## src/rtl/bit_serializer.sv

```systemverilog
// Parallel-to-serial converter: loads a WIDTH-bit word and emits it one bit per cycle,
// with a ready/valid load handshake, hold/freeze, and gapless back-to-back words.
module bit_serializer #(
    parameter int WIDTH     = 8,
    parameter bit MSB_FIRST = 1'b1
) (
    input  logic             clk,
    input  logic             rst,
    input  logic [WIDTH-1:0] din,
    input  logic             load_valid,
    output logic             load_ready,
    input  logic             hold,
    output logic             x,
    output logic             x_valid,
    output logic             last,
    output logic             busy
);

    localparam int            CW       = $clog2(WIDTH);
    localparam logic [CW-1:0] CNT_LAST = CW'(WIDTH - 1);

    typedef enum logic {
        IDLE  = 1'b0,
        SHIFT = 1'b1
    } state_t;

    state_t           state_q, state_d;
    logic [WIDTH-1:0] shreg_q, shreg_d;
    logic [CW-1:0]    cnt_q, cnt_d;
    logic             x_q, x_d;
    logic             xvalid_q, xvalid_d;
    logic             last_q, last_d;

    logic             atLast;
    logic             doLoad;
    logic [CW-1:0]    cntInc;
    logic             dinFirst;
    logic [WIDTH-1:0] dinRest;
    logic             shregNext;
    logic [WIDTH-1:0] shregRest;

    always_ff @(posedge clk) begin
        if (rst) begin
            state_q  <= IDLE;
            shreg_q  <= '0;
            cnt_q    <= '0;
            x_q      <= 1'b0;
            xvalid_q <= 1'b0;
            last_q   <= 1'b0;
        end else begin
            state_q  <= state_d;
            shreg_q  <= shreg_d;
            cnt_q    <= cnt_d;
            x_q      <= x_d;
            xvalid_q <= xvalid_d;
            last_q   <= last_d;
        end
    end

    // The first bit goes straight to x on load; the shift register keeps only the remaining bits.
    always_comb begin
        dinFirst  = MSB_FIRST ? din[WIDTH-1] : din[0];
        dinRest   = MSB_FIRST ? (din << 1) : (din >> 1);
        shregNext = MSB_FIRST ? shreg_q[WIDTH-1] : shreg_q[0];
        shregRest = MSB_FIRST ? (shreg_q << 1) : (shreg_q >> 1);
        cntInc    = cnt_q + CW'(1);
        atLast    = (cnt_q == CNT_LAST);
    end

    always_comb begin
        state_d  = state_q;
        shreg_d  = shreg_q;
        cnt_d    = cnt_q;
        x_d      = x_q;
        xvalid_d = xvalid_q;
        last_d   = last_q;

        load_ready = (state_q == IDLE) || (atLast && !hold);
        doLoad     = load_valid && load_ready;

        case (state_q)
            IDLE: begin
                x_d      = 1'b0;
                xvalid_d = 1'b0;
                last_d   = 1'b0;
                cnt_d    = '0;
                if (doLoad) begin
                    state_d  = SHIFT;
                    shreg_d  = dinRest;
                    x_d      = dinFirst;
                    xvalid_d = 1'b1;
                end
            end
            SHIFT: begin
                if (!hold) begin
                    if (doLoad) begin
                        shreg_d  = dinRest;
                        cnt_d    = '0;
                        x_d      = dinFirst;
                        xvalid_d = 1'b1;
                        last_d   = 1'b0;
                    end else if (atLast) begin
                        state_d  = IDLE;
                        shreg_d  = '0;
                        cnt_d    = '0;
                        x_d      = 1'b0;
                        xvalid_d = 1'b0;
                        last_d   = 1'b0;
                    end else begin
                        shreg_d = shregRest;
                        cnt_d   = cntInc;
                        x_d     = shregNext;
                        last_d  = (cntInc == CNT_LAST);
                    end
                end
            end
            default: state_d = IDLE;
        endcase
    end

    assign x       = x_q;
    assign x_valid = xvalid_q;
    assign last    = last_q;
    assign busy    = (state_q == SHIFT);

endmodule

```

## config.mk

```make
export PLATFORM = sky130hd
export DESIGN_NAME = bit_serializer
export DESIGN_NICKNAME = d
export VERILOG_FILES = /design/src/rtl/bit_serializer.sv
export SDC_FILE = /design/constraint.sdc
export NUM_CORES = 1
export LEC_CHECK = 0
export ABC_AREA = 1
export CAP_MARGIN = 40
export CORE_UTILIZATION = 47
export CTS_CLUSTER_SIZE = 16
export DETAILED_ROUTE_END_ITERATION = 12
export PLACE_DENSITY_LB_ADDON = 0.2
export SLEW_MARGIN = 10
export SYNTH_ARGS = -nofsm -noshare
export SYNTH_HDL_FRONTEND = slang
export SYNTH_SLANG_ARGS = --single-unit
```

## constraint.sdc

```tcl
create_clock -name clk -period 1.6 [get_ports clk]
set_clock_uncertainty 0.05 [all_clocks]
set_input_delay 0.48 -clock clk [delete_from_list [all_inputs] [get_ports clk]]
set_output_delay 0.48 -clock clk [all_outputs]
set_load 0.05 [all_outputs]
```

Word-level counts from Yosys, hierarchy flattened
Cells that the tools add are included.
{"block": "totals", "regBits": 15, "input_bits": 12, "out_inout_bits": 5, "wordCells": 46}
{"block": "op_classes", "n_addsub": 1, "n_eq_ne": 5, "n_mux": 27, "bitwise": 1, "n_reduce_logical": 6}
{"op": "8-bit two-way mux", "count": 4}
{"op": "8-bit one-hot mux with 2 select lines", "count": 1}
{"op": "1-bit two-way mux", "count": 14}
{"op": "3-bit two-way mux", "count": 3}
{"op": "1-bit one-hot mux with 2 select lines", "count": 4}
{"op": "3-bit == test (second input constant)", "count": 2}
{"op": "3-bit one-hot mux with 2 select lines", "count": 1}
{"op": "2-bit inequality test (second input constant)", "count": 2}
{"op": "2-bit AND reduction", "count": 2}
{"op": "3-bit by 1-bit adder with 3-bit output (second input constant)", "count": 1}
{"op": "3-bit by 1-bit inequality test with 1-bit output (second input constant)", "count": 1}
{"op": "1-bit logical AND", "count": 2}
{"op": "1-bit zero test", "count": 1}
{"op": "1-bit logical OR", "count": 1}
{"op": "1-bit inverter", "count": 1}

Depth between registers and ports, before layout
{"block": "depth", "depth_word": 7, "depth_mapped": 8, "mapped_depth_nobuf": 8}

Worst setup path before layout
Ideal clock, no wire load.
{"block": "synth_timing", "path_type": "reg2out", "start": "reg state_q, in the netlist busy", "end": "out load_ready", "arrival_ns": 1.206, "required_time_ns": 1.070, "path_slack_ns": -0.136, "path_stages_with_launch": 2, "n_path_buf": 0, "cell_sequence": "dfxtp_1 > nand2_1"}
{"block": "synth_between", "elab_chain_len": 2}
{"element": "start, declared", "line_no": "27", "rtl": "state_t state_q, state_d;"}
{"element": "start signal, assigned", "line_no": "51", "rtl": "state_q <= state_d;"}
{"element": "1-bit inverter"}
{"element": "1-bit logical OR", "line_no": "78", "rtl": "load_ready = (state_q == IDLE) || (atLast && !hold);"}
{"element": "end, declared", "line_no": "11", "rtl": "output logic load_ready,"}
No other way between the ends.

Worst setup path in the final report
{"block": "layout_timing", "start": "reg cnt_q[0]", "end": "out load_ready"}
{"block": "layout_between", "elab_chain_len": 3}
{"element": "start, declared", "line_no": "29", "rtl": "logic [CW-1:0] cnt_q, cnt_d;"}
{"element": "start signal, assigned", "line_no": "53", "rtl": "cnt_q <= cnt_d;"}
{"element": "3-bit == test", "line_no": "67", "rtl": "atLast = (cnt_q == CNT_LAST);"}
{"element": "1-bit logical AND", "line_no": "78"}
{"element": "1-bit logical OR", "line_no": "78"}
No other way between the ends.

==> out/results.md <==
| Result | This run | Unit |
| --- | --- | --- |
| Via count of the first global-routing pass | 650 | - |
| Die X | 40.9 | um |
| VDD IR max | 545 | uV |
| Inserted Diodes | 0 | - |
| Fraction of layout cells with a size suffix above 1 | 0.308 | - |
| Tightest slew margin relative to the limit | 0.831 | - |
| Count of unique library cells instantiated by Yosys | 16 | - |
| Violated checks | negative setup slack | - |
| Post-CTS clock slew at the launch and capture registers of the worst setup and hold paths | 0.08 | ns |
| Total number of vias | 755 | - |
| CTS hold repair buffers | 0 | - |
| Via density | 5.10 | - |
| Hold violation count in the final report | 0 | - |
| Required time at the worst-slack endpoint | 1.07 | ns |
| Count of nets after finishing | 149 | - |
| Final total negative setup slack | -0.212 | ns |
| Largest net degree at the start of global routing | 11 | - |
| CP max-delay cell | sky130_fd_sc_hd__dfxtp_4 | - |
| Max Fclk | 0.560 | GHz |
| Tmin final | 1.79 | ns |
| Cell-internal power | 0.616 | mW |
| Area added between synthesis and finish | 56.5 | % |
| Post-synthesis instance area | 711 | um^2 |
| Clk network pwr share | 0.293 | - |
| Initial antenna violation count | 0 | - |
| Crit path launch type | register | - |
| Part of the cycle the worst path needs | 1.12 | - |
| Min-Delay Startpoint | shreg_q[1] | - |
| Number of core rows | 13 | - |
| Tot Pwr | 0.870 | mW |
| Source of the worst register-to-register timing path | cnt_q[0] | - |
| WL/cell | 14.1 | um |
| Number of DRC markers after the initial detailed-route iteration | 37 | - |
| Final setup viols | 2 | - |
| Status | finished, violations left | - |
| Total die area | 0.00167 | mm^2 |
| Worst-margin pin slew | 0.253 | ns |
| Global-route usage over all layers | 0.256 | - |
| Fraction of power consumed by combinational cells | 0.261 | - |
| Seq/Total Area, Yosys | 0.394 | - |
| Kind of capture point of the worst setup path | output pin | - |
| CTS sink cnt | 14 | - |
| Worst Hold Class | register to register | - |
| Worst hold path cell count | 2 | - |
| Overall routed net length | 2080 | um |
| IO Count | 17 | - |
| Arrival @ worst endpoint | 1.26 | ns |
| Initial core utilization | 0.526 | - |
| CTS tree | built | - |
| Area post-placement | 1000 | um^2 |
| Total clock buffers created by CTS | 3 | - |
| Cell Chain, Critical Path | ha_4, ha_4, nand2_4, nand2_4, buf_12 | - |
| IO Port Bufs | 16 | - |
| Worst setup path startpoint | cnt_q[0] | - |
| Max-cap check violation count | 0 | - |
| Final Wtd Congestion | 0.730 | - |
| Setup Crit Path Kind | register to output pin | - |
| ANT nets after route | 0 | - |
| Slew Limit Fails | 0 | - |
| Number of detailed-route iterations in the first pass | 4 | - |
| FF+latch count, synth | 14 | - |
| Commonest cells after routing, fill and taps aside | sky130_fd_sc_hd__nand2_1, sky130_fd_sc_hd__inv_1, sky130_fd_sc_hd__nor2_1, sky130_fd_sc_hd__buf_4, sky130_fd_sc_hd__dfxtp_1 | - |
| Fraction of power spent switching nets | 0.292 | - |
| Delay of the slowest cell on the worst path | 0.37 | ns |
| Most common library cell in the layout ignoring fill and taps | sky130_fd_sc_hd__nand2_1 | - |
| Setup repair after global routing missed its margin | yes | - |
| CTS max path bufs | 2 | - |
| Area of the core | 0.00135 | mm^2 |
| Mapped Nets | 116 | - |
| H-tree lvl count | 1 | - |
| Gate count of the mapped netlist | 101 | - |
| Register-to-register setup slack | -0.03 | ns |
| DRC | 0 | - |
| Pre-CTS worst setup slack | -0.298 | ns |
| Root Driver | sky130_fd_sc_hd__clkbuf_4 | - |
| Global-route wire length before repair | 2700 | um |
| DP HPWL | 1270 | um |
| Path depth of the worst reg2reg path | 8 | - |
| Crit-path max FO | 3 | - |
| Fill cell total of the finished layout | 92 | - |
| Final worst setup slack | -0.186 | ns |
| Synth Area per Inst | 7.04 | um^2 |
| Switch Pwr | 0.254 | mW |
| Cell area after layout | 0.00111 | mm^2 |
| Overall overflow remaining after global route | 0 | - |
| Synth warn | 0 | - |
| Seq pwr share | 0.446 | - |
| Power per unit of standard cell area | 782 | mW/mm^2 |
| Leakage power | 0.505 | nW |
| Die boundary height | 40.9 | um |
| Clock insertion delay at the later pin of the skew report | 0.28 | ns |
worst max-delay path, delay by kind of cell (launching register included):
| kind | cells | cell delay (ns) |
|---|---|---|
| buffers and inverters | 1 | 0.15 |
| adders and majority gates | 2 | 0.33 |
| DFF | 1 | 0.37 |
| and+or+nand+nor | 2 | 0.13 |
power groups by stage:
| stage | Sequential [mW] | Combinational, mW | Clock [mW] |
|---|---|---|---|
| global placement | 0.394 | 0.209 | 0 |
| detailed placement | 0.395 | 0.216 | 0 |
| finish | 0.388 | 0.227 | 0.255 |
| CTS | 0.387 | 0.219 | 0.265 |
| floorplan | 0.409 | 0.100 | 0 |
| global route | 0.391 | 0.242 | 0.287 |
through the flow:
step            util  hold WS [ns]  cells
6_report       0.824         0.455    148
5_1_grt        0.824         0.475    148
4_1_cts        0.811         0.451    148
3_5_place_dp   0.741         0.423    140
3_3_place_gp   0.741         0.409    140
2_1_floorplan      -         0.392    101
synthesized netlist by cell type, drive strengths merged:
cell type / n / area share
buf: 1 / 0.016
nand2: 30 / 0.17
ha: 3 / 0.053
nand4: 1 / 0.0088
o21a: 1 / 0.011
a21oi: 13 / 0.13
dfxtp: 14 / 0.39
nor2: 13 / 0.069
inv: 17 / 0.090
o21bai: 1 / 0.011
nand3: 2 / 0.014
o21ai: 4 / 0.033
nor3: 1 / 0.0070
routing by layer:
layer  part of all wire  track usage  routed length [um]
met5                  0            0                   0
met1               0.41        0.287                 852
met4              0.021        0.125                  44
met3              0.044       0.0652                  91
met2               0.53        0.441                1090
state kept, by name (all words and copies together), names as in the netlist:
signal and cells:
shreg_q 7, cnt_q 3, busy 1, last 1, x 1, x_valid 1
logic make-up after synthesis:
kind of cell,after synthesis,synth area share
AOI/OAI and AO/OA,19,0.183
buffers and inverters,18,0.106
adders and majority gates,3,0.0528
DFF,14,0.394
and+or+nand+nor,47,0.264
final timing paths:
kind                                    to
worst max-delay path            load_ready
worst min-delay path            shreg_q[1]
worst max register to register           x
worst min register to register  shreg_q[1]
cell type report:
class | count | area, um^2 | area share
clock buffers | 4 | 36.3 | 0.0326
well taps | 15 | 18.8 | 0.0169
multi-input cells | 69 | 400 | 0.360
inverters | 17 | 63.8 | 0.0574
flip-flops and latches | 14 | 287 | 0.258
repair buffers | 29 | 307 | 0.276
repair_timing:
item                                   in CTS  in global routing
pin swaps                                   2                  0
endpoints found under the hold margin       0                  0
gates cloned                                0                  0
resized for setup                           9                  4
setup endpoints to repair                   1                  3
buffers inserted                            4                  0
Note: power is estimated with default switching activity, not from simulation.
